File: src/rtl/aucohl_adc_scan_seq.sv
// rtl/aucohl_adc_scan_seq.sv - multi-channel SAR ADC scan sequencer feeding a result FIFO
module aucohl_adc_scan_seq #(
    parameter int          SIZE   = 8,
    parameter int          NCH    = 8,
    parameter int          CW     = 3,
    parameter int          PW     = 16,
    parameter logic [3:0]  SETTLE = 4'd2
) (
    input  logic                 clk,
    input  logic                 rst_n,
    input  logic                 en,
    input  logic                 start,
    input  logic                 cont,
    input  logic [NCH-1:0]       ch_mask,
    input  logic [PW-1:0]        period,
    output logic                 adc_soc,
    input  logic                 adc_eoc,
    input  logic [SIZE-1:0]      adc_data,
    output logic [CW-1:0]        adc_ch,
    output logic                 fifo_wr,
    output logic [CW+SIZE-1:0]   fifo_wdata,
    input  logic                 fifo_full,
    output logic                 busy,
    output logic                 done,
    output logic                 ovf,
    input  logic                 ovf_clr
);

    typedef enum logic [2:0] {IDLE, SEL, SOC, CONV, STORE, GAP} state_t;

    localparam logic [3:0] SETTLE_EFF = (SETTLE == 4'd0) ? 4'd1 : SETTLE;

    state_t          state_q, state_d;
    logic [CW-1:0]   ch_q, ch_d;
    logic [NCH-1:0]  mask_q, mask_d;
    logic [SIZE-1:0] hold_q, hold_d;
    logic [3:0]      settle_q, settle_d;
    logic [PW-1:0]   gap_q, gap_d;
    logic            ovf_q, ovf_d;

    logic            nxt_found;
    logic [CW-1:0]   nxt_ch;
    logic            is_store;

    function automatic logic [CW-1:0] lowest_set(input logic [NCH-1:0] m);
        logic [CW-1:0] r;
        r = '0;
        for (int i = NCH - 1; i >= 0; i--) begin
            if (m[i]) r = CW'(i);
        end
        return r;
    endfunction

    // Next higher channel of the latched mask, strictly above the current one.
    always_comb begin
        nxt_found = 1'b0;
        nxt_ch    = '0;
        for (int i = NCH - 1; i >= 0; i--) begin
            if (mask_q[i] && (CW'(i) > ch_q)) begin
                nxt_found = 1'b1;
                nxt_ch    = CW'(i);
            end
        end
    end

    assign is_store   = en && (state_q == STORE);
    assign adc_soc    = en && (state_q == SOC);
    assign fifo_wr    = is_store && !fifo_full;
    assign fifo_wdata = fifo_wr ? {ch_q, hold_q} : '0;
    assign done       = is_store && !nxt_found;
    assign busy       = (state_q != IDLE);
    assign adc_ch     = ch_q;
    assign ovf        = ovf_q;

    always_comb begin
        state_d  = state_q;
        ch_d     = ch_q;
        mask_d   = mask_q;
        hold_d   = hold_q;
        settle_d = settle_q;
        gap_d    = gap_q;
        ovf_d    = ovf_q;

        if (ovf_clr) ovf_d = 1'b0;
        if (is_store && fifo_full) ovf_d = 1'b1;

        if (!en) begin
            state_d = IDLE;
        end else begin
            case (state_q)
                IDLE: begin
                    if (start && |ch_mask) begin
                        mask_d   = ch_mask;
                        ch_d     = lowest_set(ch_mask);
                        settle_d = SETTLE_EFF - 4'd1;
                        state_d  = SEL;
                    end
                end
                SEL: begin
                    if (settle_q == 4'd0) state_d = SOC;
                    else                  settle_d = settle_q - 4'd1;
                end
                SOC: state_d = CONV;
                CONV: begin
                    if (adc_eoc) begin
                        hold_d  = adc_data;
                        state_d = STORE;
                    end
                end
                STORE: begin
                    if (nxt_found) begin
                        ch_d     = nxt_ch;
                        settle_d = SETTLE_EFF - 4'd1;
                        state_d  = SEL;
                    end else if (cont) begin
                        gap_d   = period;
                        state_d = GAP;
                    end else begin
                        state_d = IDLE;
                    end
                end
                GAP: begin
                    // A period of 0 or 1 both give a single gap cycle.
                    if (gap_q <= PW'(1)) begin
                        if (|ch_mask) begin
                            mask_d   = ch_mask;
                            ch_d     = lowest_set(ch_mask);
                            settle_d = SETTLE_EFF - 4'd1;
                            state_d  = SEL;
                        end else begin
                            state_d = IDLE;
                        end
                    end else begin
                        gap_d = gap_q - PW'(1);
                    end
                end
                default: state_d = IDLE;
            endcase
        end
    end

    always_ff @(posedge clk or negedge rst_n) begin
        if (!rst_n) begin
            state_q  <= IDLE;
            ch_q     <= '0;
            mask_q   <= '0;
            hold_q   <= '0;
            settle_q <= '0;
            gap_q    <= '0;
            ovf_q    <= 1'b0;
        end else begin
            state_q  <= state_d;
            ch_q     <= ch_d;
            mask_q   <= mask_d;
            hold_q   <= hold_d;
            settle_q <= settle_d;
            gap_q    <= gap_d;
            ovf_q    <= ovf_d;
        end
    end

endmodule

File: config.mk
export PLATFORM = sky130hd
export DESIGN_NAME = aucohl_adc_scan_seq
export DESIGN_NICKNAME = d
export VERILOG_FILES = /design/src/rtl/aucohl_adc_scan_seq.sv
export SDC_FILE = /design/constraint.sdc
export NUM_CORES = 1
export LEC_CHECK = 0
export ABC_AREA = 1
export BUFFER_PORTS_ARGS = -buffer_cell sky130_fd_sc_hd__buf_2
export CAP_MARGIN = 10
export CORE_MARGIN = 2
export CORE_UTILIZATION = 55
export DETAILED_ROUTE_END_ITERATION = 8
export PLACE_DENSITY_LB_ADDON = 0.2
export SLEW_MARGIN = 20
export SYNTH_ARGS = -nofsm -noshare
export SYNTH_HDL_FRONTEND = slang
export SYNTH_SLANG_ARGS = --single-unit
File: constraint.sdc
create_clock -name clk -period 2.25 [get_ports clk]
set_clock_uncertainty 0.2 [all_clocks]
set_input_delay 0.45 -clock clk [delete_from_list [all_inputs] [get_ports clk]]
set_output_delay 0.45 -clock clk [all_outputs]
set_load 0.05 [all_outputs]
### Word level (Yosys, flattened, before mapping)

Index checks and enable logic that the tools add are counted.

| storage, ports and cells | value |
|---|---|
| flip-flop bits (word level) | 43 |
| input bits | 40 |
| output and inout bits | 19 |
| word-level logic and storage cells | 121 |

| operators by class | value |
|---|---|
| add/subtract/negate cells | 2 |
| magnitude comparators | 9 |
| equality and inequality tests | 17 |
| multiplexer cells | 55 |
| reduce and logical (&&, ||, !) cells | 31 |

Operators by type and width:

| operator | number |
|---|---|
| $mux 3 | 27 |
| $mux 16 | 3 |
| $pmux 16 s2 | 1 |
| $mux 8 | 3 |
| $mux 4 | 5 |
| $pmux 3 s6 | 1 |
| $le 16x1->1 const B | 1 |
| $ne 2x2->1 const B | 8 |
| $pmux 4 s4 | 1 |
| $pmux 8 s2 | 1 |
| $sub 16x1->16 const B | 1 |
| $logic_and 1x1->1 | 14 |
| $gt 3x3->1 const A | 4 |
| $ne 3x3->1 const B | 4 |
| $mux 1 | 11 |
| $mux 11 | 1 |
| $reduce_and 5->1 | 2 |
| $pmux 3 s3 | 1 |
| $reduce_or 8->1 | 1 |
| $reduce_and 7->1 | 1 |
| $eq 3x2->1 const B | 2 |
| $eq 3x3->1 const B | 2 |
| $gt 1x3->1 const A | 2 |
| $gt 2x3->1 const A | 2 |
| other kinds (11) | 15 |

### Longest topological paths before layout

Gate-level depths: netlist of run 1.

| logic depth | value |
|---|---|
| depth in word-level cells | 13 |
| depth in mapped cells | 13 |
| mapped depth without buffers | 13 |

### Worst setup path before layout of run 1

OpenSTA, ideal clock, no wires.

| timing path | value |
|---|---|
| path type | register to output |
| start point | register state_q[1] |
| end point | output fifo_wdata[0] |
| arrival time | 2.500 ns |
| data required time | 1.600 ns |
| slack | -0.900 ns |
| stages on the path, launching flop included | 9 |
| path buffers | 1 |
| cells stage by stage | dfrtp_1 -> inv_2 -> nand2_8 -> nor2_4 -> inv_1 -> nor3_2 -> inv_1 -> buf_2 -> nor2_1 |

| on the way | value |
|---|---|
| word-level cells in the longest chain between the ends | 4 |

Ends and longest elaborated chain:

| what | line | RTL |
|---|---|---|
| from (decl) | 33 | `state_t state_q, state_d;` |
| from (signal assigned) | 152 | `state_q <= state_d;` |
| $eq 3x3->1 | 66 | `assign is_store = en && (state_q == STORE);` |
| $logic_and 1x1->1 | 66 |  |
| $logic_and 1x1->1 | 68 | `assign fifo_wr = is_store && !fifo_full;` |
| via fifo_wr | 20 | `output logic fifo_wr,` |
| $mux 11 | 69 | `assign fifo_wdata = fifo_wr ? {ch_q, hold_q} : '0;` |
| to (decl) | 21 | `output logic [CW+SIZE-1:0] fifo_wdata,` |

The timed path passes the listed nets, and every way through them passes these cells.

### Worst setup path after layout of run 1

| timing path | value |
|---|---|
| start point | register state_q[1] |
| end point | output fifo_wdata[0] |

| on the way | value |
|---|---|
| word-level cells in the longest chain between the ends | 4 |

Ends and longest elaborated chain:

| what | line |
|---|---|
| $eq 3x3->1 | 66 |
| $logic_and 1x1->1 | 66 |
| $logic_and 1x1->1 | 68 |
| $mux 11 | 69 |

No other way between the ends.

==> summary by stage, run 1 <==
Outcome
The run finished, with violations left. The checks that failed: setup timing.

Final layout
After routing the design area is 3670 sq um. The library cell used most frequently in the layout, excluding fill and tap cells, is nand2_1. Leaving out fill and tap cells, the most frequent cells in the layout are nand2_1 (153), nor2_1 (50), inv_1 (48), buf_2 (45), dfrtp_1 (39). The post-route netlist has 26.2% of its cells at a drive strength greater than 1. The synthesis-to-layout area growth is 26.1%. The total number of nets in the final design is 551.

0 antenna diodes ended up in the layout.

Detailed routing
The met1 routed wirelength after detailed routing is 3.23 mm. After detailed routing, the total wire length is around 7 mm. After detailed routing, the number of vias per cell comes to 4.87. The average detailed-routed wire length per instance is 11.8 microns. The first-pass iteration count of the detailed router is 4. For this run, design rule violations remaining after detail routing come to 0. The first routing iteration left roughly 180 violations. The routed length on met3 is 264 microns. The detailed router placed between 2k and 3k vias in this run. The count of nets left with antenna violations once routing finished came out at 0. In this run the top signal layer used is met4.

The routed design uses 3.29 mm of met2 wire.

Clock tree
TritonCTS built the clock tree. The clock root buffer is clkbuf_8. The maximum buffer depth of the clock tree is 2. The clock input transition at the sequential cells of the worst setup and hold paths is 90 ps. Clock latency on the worst-skew pair, taken at its later pin, is 300 ps. The number of CTS-inserted buffers is 5. The number of clock sinks is 42. The H-tree level count is 2.

Setup path
At the worst endpoint, the required time is 1600 ps. Measured in cells, the most critical reg-to-reg path has a length of 8. The stage delay of the slowest cell on the critical path is 420 ps.

The arrival time of the worst setup path is 1620 ps. On the critical path, the stage with the largest delay is an instance of dfrtp_1. The nature of the critical path endpoint is a primary output. The critical path goes through inv_4, nand2_8, nor2_4, inv_2, nor3_4, buf_6, inv_6, nor2_4, buf_6. STA classifies the critical path startpoint as a flop. The critical-path maximum fanout is 6.

The setup path with the least slack is of type flop to primary output.

Synth
For this run, the register share of the synthesized area comes to 36.2%. The number of warning messages in the yosys log is 0. The most area-hungry cell type in the Yosys netlist is dfrtp_1. The synthesized design devotes to its leading area cell type 36.2% of total area. The average size of a mapped cell is 6.71 sq um. The number of nets handed over by synthesis was 477. The cell count after synthesis came out at 433.

Counting distinct cell types in the post-synthesis netlist gives 35. Counting flops and latches in the post-synthesis netlist gives 42. The combined area of all synthesized cells is 2910 sq um.

By area the synthesized netlist is led by dfrtp_1 (36%), nand2_1 (20%), nor2_1 (8.1%), inv_1 (6.5%), nand3_1 (4.5%).

Global routing
The number of antenna violations at the first check in global routing is 0. Entering global routing, the biggest net connects 23 pins. The wire length of the first global-routing pass is 11.9 mm. The total global-route track usage is between 20% and 30%. The number of global-route vias before repair was 2705. Global routing finished with a remaining overflow of 0.

STA
The final worst-path setup slack is -17.0 ps. The number of hold violations in the final report came to 0. In this run the tightest slew margin relative to its limit is 60.9%. Setup violations remaining at the end of the flow were counted as 4.

The final number of max-transition violations is 0. After layout, the worst path uses 101% of the clock period. Setup repair after global routing could not meet its margin everywhere. The achievable clock frequency is about 440 MHz. The routed design could run at a clock period as short as 2270 ps. At the pin with the least slew margin, the transition time is 585 ps.

Placed design
The area of placed instances is about 3400 sq um. Routability-driven placement finished with a final weighted congestion of 0.860. Input and output buffers added on the ports amount to 58. The worst slack at placement is 64.6 ps. The detailed-placement wirelength estimate is 5.01 mm.

Worst hold path
The path class of the tightest hold or removal check is input pin to flop. The number of cells on the worst hold path is 2.

Die
The initial core utilization is 56.9%. The floorplan step set the die height to 76.7 microns. After floorplanning, the core was divided into 26 placement rows. The die covers 5880 sq um.

slightly below 60 I/O pins were placed. The standard cell core area is 5110 sq um. The horizontal extent of the die is 76.7 microns.

Power
Across the VDD grid, the largest voltage drop is 0.738 mV. The analysis attributes to cell leakage a power of between 0.002 and 0.0025 uW. The power density normalized to cell area is 1130 nW/um^2.

Run
The total of max-cap violations is 0.
[where the power goes]
part / internal (uW) / switching, uW
logic: 821 / 1530
registers: 1030 / 242
clock network: 222 / 290
[Yosys cell counts]
master	number
nor3_2	1
or2_2	1
nand4_1	3
o21ai_0	15
nand3b_1	1
nor2_2	4
nand2_1	155
inv_1	50
nand3_4	2
a21o_1	1
o21ai_1	11
nand4_2	1
nand2_4	2
ha_1	4
xor2_1	4
nor2_8	2
nand3_2	3
o31ai_1	2
nand3_1	26
inv_2	4
nand2_8	1
clkbuf_1	1
nand2_2	6
nor3_1	2
buf_6	2
buf_4	2
nor2_1	63
o21bai_2	1
nor2_4	2
dfrtp_1	42
xnor2_1	2
a21oi_1	12
o21a_1	1
buf_2	3
a21oi_4	1
[layout make-up]
cell class	instances	area [sq um]
Multi-Input combinational cell	329	1700
Fill cell	427	1440
Sequential cell	42	1050
Timing Repair Buffer	74	514
Inverter	54	210
Tap cell	70	87.6
Clock buffer	5	68.8
Clock inverter	3	23.8
Timing Repair inverter	1	6.26
[through the flow]
step	hold slack, ps	instances	util, %	total power (uW)	setup TNS, ps
6_report	121	578	71.8	4140	-38.0
5_1_grt	116	578	71.8	4520	-1000
4_1_cts	116	577	71.4	4120	-13.3
3_5_place_dp	255	563	66.8	3570	0
3_3_place_gp	252	563	66.8	3520	0
2_1_floorplan	-45.6	433	-	3110	-3170
[per-layer routing]
metal	GRT usage, %	vias to the layer above
li1	-	1486
met1	33.5	1265
met2	41.8	55
met3	3.53	6
met4	6.36	0
met5	0	-
[critical path, delay by kind of cell, from the launching register on]
| family | cells | cell delay (ps) |
|---|---|---|
| buffers and inverters | 5 | 530 |
| flip-flops | 1 | 420 |
| AND/OR/NAND/NOR | 4 | 370 |
[registers in the layout, indices dropped and copies added (netlist names)]
name,count
gap_q,16
hold_q,8
mask_q,7
settle_q,4
adc_ch,3
state_q,3
ovf,1
[timing repair]
item	4_1_cts	5_1_grt
endpoints found under the hold margin	21	0
setup buffers	4	1
gates resized for setup	34	4
pin swaps	3	1
hold buffers	1	0
cloned	1	0
setup endpoints to repair	13	14
[cell families (layout without fill, tap and decap cells)]
family,after synthesis,in the layout,share of synthesized area [%]
AO/OA/AOI/OAI,44,44,8.52
XOR/XNOR,6,6,1.81
adder cells (fa/ha/maj),4,4,1.72
buffers and inverters,62,137,8.91
flip-flops,42,42,36.2
AND/OR/NAND/NOR,275,275,42.9
[path summary, 6_finish.rpt]
kind,start,end,slack [ps]
worst max-delay path,state_q[1]$_DFFE_PN0P_,fifo_wdata[0],-20
min in group asynchronous,rst_n,gap_q[13]$_DFFE_PN0P_,470
worst max register to register,state_q[1]$_DFFE_PN0P_,gap_q[4]$_DFFE_PN0P_,210
max in group asynchronous,rst_n,state_q[2]$_DFFE_PN0P_,870
worst min-delay path,ovf_clr,ovf$_DFFE_PN0P_,120
worst min register to register,gap_q[1]$_DFFE_PN0P_,gap_q[1]$_DFFE_PN0P_,290
Power figures use the tool's default switching activity.
==> run 2, diff against run 1 <==
--- a/config.mk
+++ b/config.mk
@@ -8,6 +8,7 @@
 export ABC_AREA = 1
 export BUFFER_PORTS_ARGS = -buffer_cell sky130_fd_sc_hd__buf_2
 export CAP_MARGIN = 10
+export CORE_ASPECT_RATIO = 1.4
 export CORE_MARGIN = 2
 export CORE_UTILIZATION = 55
 export DETAILED_ROUTE_END_ITERATION = 8
==> run 2 against run 1 <==
Net effect:
- sequential power is essentially flat
- design area grew 0.41%
- core utilization grew 0.12 points
- first-iteration DRC count decreased by 13%
- non-clock buffer count shrank 2
- critical path depth did not move
- via count increased by 3.2%
- global-route usage up 1.1 points
- the run still ends with setup timing left
- highest routed layer unchanged
- wire length is 1.7% higher
- worst hold slack improved by 47 ps
==> summary by stage, run 2 (synthesis gave the netlist of run 1 again) <==
Die
Measured along the x axis, the die boundary spans 65.4 microns. The number of top-level design ports is just under 60. The die covers 5890 sq um. The die span in y is 90.0 microns. The initial utilization of the core area, before any placement, comes to 56.8%.

The cell row count is 31. The standard cell core area is 5120 sq um.

Detailed routing
After detailed routing, the number of remaining DRC violations is 0. The count of nets left with antenna violations once routing finished came out at 0. The wire length after detailed routing is ~7 mm.

The first-pass iteration count of the detailed router is 4. Dividing the detail-routed wire length by the instance count gives 12.2 microns. The detailed router finished its first iteration with 157 violations.

The average via count per standard cell is slightly above 5. For this block, the via count after detailed routing is 2903.

STA
The slew of the pin with the lowest slew margin is ~610 ps. The final number of max-transition violations was 0. The clock period minus final worst setup slack is roughly 2300 ps.

Setup repair after global routing could not meet its margin everywhere. The number of hold violations in the final report was 0. The achievable clock frequency is approximately 440 MHz. Setup violations remaining at the end of the flow were counted as 4.

In the post-route analysis, the smallest setup slack over all paths is -40.6 ps. The final hold slack is 168 ps. Headroom to the max-slew limit came out at 59.6%.

Dividing the final minimum period by the clock period gives 102%.

Final layout
The flip-flop count of the largest register after layout is 16. The largest registers in the layout are gap_q: 16 flops, hold_q: 8 flops, mask_q: 7 flops. After routing the design area is 3680 sq um. The top register by number of flip-flops is gap_q. The most common cell after layout, fill and taps aside is nand2_1. The layout cell share with drive strength beyond 1 is 25.9%.

Compared with the post-synthesis result, the final layout area differs by 26.6%. The number of antenna diodes in the final layout is 0. The post-route core utilization is a little under three quarters. The number of fill cells is between 400 and 500.

The top cell types in the final layout, fill and taps aside, are nand2_1 (153), nor2_1 (50), inv_1 (48), buf_2 (45), dfrtp_1 (39). The net count of the finished layout is 549.

Setup path
The worst setup path is launched from a flop. Along the worst path, the maximum fanout reaches 6. STA puts the critical path data required time at 1600 ps. The critical path is of the flop to primary output type. The nature of the critical path endpoint is a primary output. The arrival time of the worst setup path is 1640 ps.

Power
The power density normalized to cell area is 1160 nW/um^2. The completed layout was analyzed and its total power is approximately 4300 uW. For this design the static power due to leakage is 0.00201 uW. The peak ir drop on the vdd network is 0.964 mV.

Placed design
Once placement finished, the instance area stood at 3390 sq um. At the end of routability-driven placement, the weighted congestion stood at 0.868. At the placement stage, the worst setup path has a slack of 60.6 ps. The total of buffers placed on input and output ports is 58.

The detailed-placement wirelength estimate is between 5 and 6 mm.

Global routing
The number of antenna violations at the first check in global routing is 0. The met3 demand-to-capacity share in global routing is 3.75%. The first global-routing pass estimated between 10 and 15 mm of wire. Summed over all layers, the global routing overflow is 0. The met1 routing resource usage after global routing is 30.0%. The global routing stage identified its most utilized layer as met2.

The number of global-route vias before repair is 2853. Entering global routing, the biggest net connects 26 pins. Global routing used 25.9% of the available tracks across all layers. The met2 routing resource usage after global routing is 47.7%.

Clock tree
The longest clock path from root to sink contains 2 buffers. The CTS tree is done. The clock root buffer is clkbuf_8.

The H-tree level count is 2. For the worst-skew pair, the clock arrives at the later sink with an insertion delay of 310 ps. The clock input transition at the sequential cells of the worst setup and hold paths is 80 ps. The number of clock sinks is 42.

The number of CTS-inserted buffers is 5.

Worst hold path
The worst hold path belongs to the class input pin to flop.

Run
Across the run, the number of max-cap violations was 0.

Outcome
The flow ran to the end, but the final reports show violations. The checks that failed: setup timing.
## run 2: final cells by class
type / count / area, sq um / area share [%]
tap: 66 / 82.6 / 2.24
inverter: 54 / 213 / 5.78
multi-input combinational: 329 / 1710 / 46.5
clock buffer: 5 / 68.8 / 1.87
sequential: 42 / 1050 / 28.7
timing repair inverter: 1 / 8.76 / 0.238
timing repair buffer: 72 / 503 / 13.7
clock inverter: 3 / 40.0 / 1.09
## run 2: layer usage
metal / vias up / wire, microns
met2: 65 / 3720
met4: 0 / 144
met3: 13 / 284
met1: 1342 / 2810
met5: - / 0
li1: 1483 / -
## run 2: per-stage QoR
stage                     cells  setup TNS (ps)
after floorplan             433           -3170
after global placement      557               0
after detailed placement    557               0
after CTS                   572            -155
after global routing        572           -1100
final                       572           -97.8
## run 2: report_power, final
| group | internal [uW] | leakage, uW | switching [uW] | total, uW |
|---|---|---|---|---|
| clock network | 327 | 0.0000579 | 275 | 602 |
| registers | 1040 | 0.000522 | 231 | 1270 |
| logic | 822 | 0.00143 | 1580 | 2400 |
## run 2: timing repair
action                                 4_1_cts  5_1_grt
setup endpoints to repair                   12       14
endpoints found under the hold margin       17        0
resized for setup                           38        5
gates cloned                                 1        0
hold buffers                                 1        0
pin swaps                                    6        3
buffers inserted                             5        0
## run 2: final timing paths
check	from	to	slack [ps]	depth (start not counted)
setup / recovery	state_q[1]$_DFFE_PN0P_	fifo_wdata[7]	-40	9
hold / removal	ovf_clr	ovf$_DFFE_PN0P_	170	2
setup reg to reg	state_q[1]$_DFFE_PN0P_	state_q[0]$_DFFE_PN0P_	180	10
hold reg to reg	gap_q[1]$_DFFE_PN0P_	gap_q[1]$_DFFE_PN0P_	290	2
max in group asynchronous	rst_n	adc_ch[1]$_DFFE_PN0P_	940	3
min in group asynchronous	rst_n	gap_q[9]$_DFFE_PN0P_	410	2
## run 2: critical path, stage by stage, from the launching register on
cell and delay, ps:
dfrtp_1 420, inv_4 90, nand2_8 50, nor2_4 100, inv_2 60, nor3_4 110
buf_6 160, inv_8 60, nor2_4 130, buf_8 150
==> run 3, diff against run 2 <==
--- a/config.mk
+++ b/config.mk
@@ -8,7 +8,7 @@
 export ABC_AREA = 1
 export BUFFER_PORTS_ARGS = -buffer_cell sky130_fd_sc_hd__buf_2
 export CAP_MARGIN = 10
-export CORE_ASPECT_RATIO = 1.4
+export CORE_ASPECT_RATIO = 0.8
 export CORE_MARGIN = 2
 export CORE_UTILIZATION = 55
 export DETAILED_ROUTE_END_ITERATION = 8
==> run 3 against run 2 <==
Net effect:
- the flow still finishes with violations (setup timing)
- clock-buffer cell count up 3
- global-route usage fell by 0.39 points
- total power grew 1.2%
- maximum frequency rose by 0.26%
- design area is 1.1% higher
- sequential cell count is the same
- largest power group unchanged
- highest routed layer unchanged
- largest cell class unchanged
==> summary by stage, run 3 (synthesis gave the netlist of run 1 again) <==
Outcome
The flow ran to the end, but the final reports show violations. The final reports fail on setup timing.

Placed design
The number of placed instances, taps included, is 556. The total of buffers placed on input and output ports is 58. The routability congestion estimate is 0.892. Summed over all nets, the half-perimeter wirelength after detailed placement is 5.27 mm.

Clock tree
The later pin in the worst-skew pair is clocked with a latency of 300 ps. The tree built by TritonCTS fans out to 42 sinks. The number of CTS-inserted buffers is 5. Clock-pin slew was measured on the worst setup and hold paths at 80 ps.

The H-tree level count is 2. The clock root buffer is clkbuf_8. No sink is reached through more buffers than the 2 on the longest clock path. The CTS tree is done.

Die
The number of top-level design ports is between 50 and 60. For this configuration, the core starts out at a cell density of between 50 and 60%. The die is roughly 85 microns wide.

The standard cell core area is 5060 sq um. The die area is between 5000 and 6000 sq um. In this run the vertical extent of the chip is 69.0 microns. The cell row count is 23.

Global routing
The first global-routing pass estimated 12.3 mm of wire. The number of antenna violations at the first check in global routing is 0. The sum of overflow across all layers after global routing is 0. The largest net degree at the start of global routing is 23. The total global-route track usage is 25.5%. The number of global-route vias before repair is 2756.

Worst hold path
The path category of the worst min-delay check is input pin to flop.

Setup path
Of all nets on the critical path, the largest fanout is 5. The master of the slowest instance on the critical path is dfrtp_1. In this design, the stage delay of the slowest critical-path cell is 420 ps. The nature of the critical path endpoint is a primary output. The required time at the worst-slack endpoint is ~1600 ps. Data on the critical path arrives at its endpoint at about 1600 ps. The critical path in this run is classified as flop to primary output. The most numerous cell type found on the critical path is nor2_4. The critical path goes through inv_4, nand2_8, nor2_4, inv_2, nor3_4, buf_6, inv_6, nor2_4, buf_8.

The number of buffers and inverters on the critical path is 5. The worst setup path is launched from a flop. The kind of cell with the highest combined delay along the critical path is buffers and inverters.

Detailed routing
The count of nets left with antenna violations once routing finished came out at 0. The violation count after the first detailed-routing iteration is 201. In the final routed layout, each cell accounts on average for 12.9 microns.

After detailed routing, the number of vias per cell comes to 5.17. The routed design has 7.40 mm of wire. The via count of the routed design is 2965.

The count of unresolved DRC violations after routing is 0. The pre-antenna-repair detailed-routing pass consisted of 5 iterations.

Final layout
The post-route netlist has between 20% and 30% of its cells at a drive strength greater than 1. More flip-flops sit in one register than any other, and that register is gap_q. The synthesis-to-layout area growth is 28.0%.

In the final layout, the registers with the most flip-flops are gap_q: 16 flops, hold_q: 8 flops, mask_q: 7 flops. The number of fill cells is 388. At the end of the flow, the number of nets in the layout was 554. The flip-flop count of the largest register after layout is 16. At the end of the flow the core is filled with cells to 73.5%.

The top cell types in the final layout, fill and taps aside, are nand2_1 (154), nor2_1 (49), inv_1 (48), buf_2 (45), dfrtp_1 (39). The most common cell after layout, fill and taps aside is nand2_1. For this run, the number of standard cells in the final layout without fillers is 573. The count of antenna diodes in the layout is 0.

Power
The peak ir drop on the vdd network is 0.938 mV. The leakage power summed over all cells is 0.00204 uW. The final total power is ~4300 uW. In this run the power density over the cells is about 1200 nW/um^2.

STA
At the pin with the least slew margin, the transition time is between 500 and 600 ps. The headroom to the max-slew limit is 62.6%. The final number of max-transition violations is 0. The share of the cycle needed by the critical path after routing is 102%.

The final-report setup violation count is 11. Once routing completed, OpenROAD measured the worst setup slack at -34.6 ps. Setup repair after global routing could not meet its margin everywhere.

Counting I/O delays and the setup requirement, the final critical path takes roughly 2300 ps. For the final routed database, the setup TNS stands at -164 ps. The number of hold violations in the final report was 0. Static timing analysis puts the maximum clock frequency at 438 MHz.

Run
The total of max-cap violations is 0.
run 3: area by class of cell:
class                      count  area (sq um)  area share, %
timing repair buffer          77           544           14.6
inverter                      54           213           5.72
multi-input combinational    329          1710           46.0
clock buffer                   8           110           2.96
tap                           62          77.6           2.08
sequential                    42          1050           28.3
timing repair inverter         1          8.76          0.235
run 3: worst paths after layout:
path	slack, ps	to	depth (start not counted)	start
setup / recovery	-30	fifo_wdata[1]	9	state_q[1]$_DFFE_PN0P_
hold / removal	140	ovf$_DFFE_PN0P_	2	ovf_clr
setup reg to reg	160	adc_ch[0]$_DFFE_PN0P_	11	gap_q[0]$_DFFE_PN0P_
hold reg to reg	280	gap_q[14]$_DFFE_PN0P_	2	gap_q[14]$_DFFE_PN0P_
max in group asynchronous	870	state_q[2]$_DFFE_PN0P_	3	rst_n
min in group asynchronous	450	gap_q[6]$_DFFE_PN0P_	2	rst_n
run 3: repair_timing:
item / 4_1_cts / 5_1_grt
gates resized for setup: 34 / 11
endpoints found under the hold margin: 21 / 0
pin swaps: 4 / 4
setup endpoints to repair: 13 / 17
gates cloned: 1 / 0
buffers inserted: 5 / 2
hold buffers: 1 / 0
run 3: where the power goes:
group,switching [uW],total (uW),internal [uW]
registers,248,1280,1030
logic,1620,2460,836
clock network,269,579,310
total,2140,4320,2180
run 3: per-layer routing:
metal / GRT usage (%) / up-vias / part of all wire, % / wire length (microns)
met3: 4.79 / 8 / 6.4 / 472
met2: 40.4 / 97 / 46 / 3410
met4: 5.29 / 0 / 0.55 / 41
met5: 0 / - / 0 / 0
met1: 36.5 / 1366 / 47 / 3470
li1: - / 1494 / - / -
run 3: through the flow:
step / hold WS (ps) / instance area (sq um) / setup slack, ps
2_1_floorplan: -45.6 / 3010 / -312
6_report: 142 / 3720 / -34.6
3_5_place_dp: 258 / 3410 / 30.6
3_3_place_gp: 251 / 3410 / 77.9
5_1_grt: 176 / 3720 / -104
4_1_cts: 145 / 3670 / -31.6
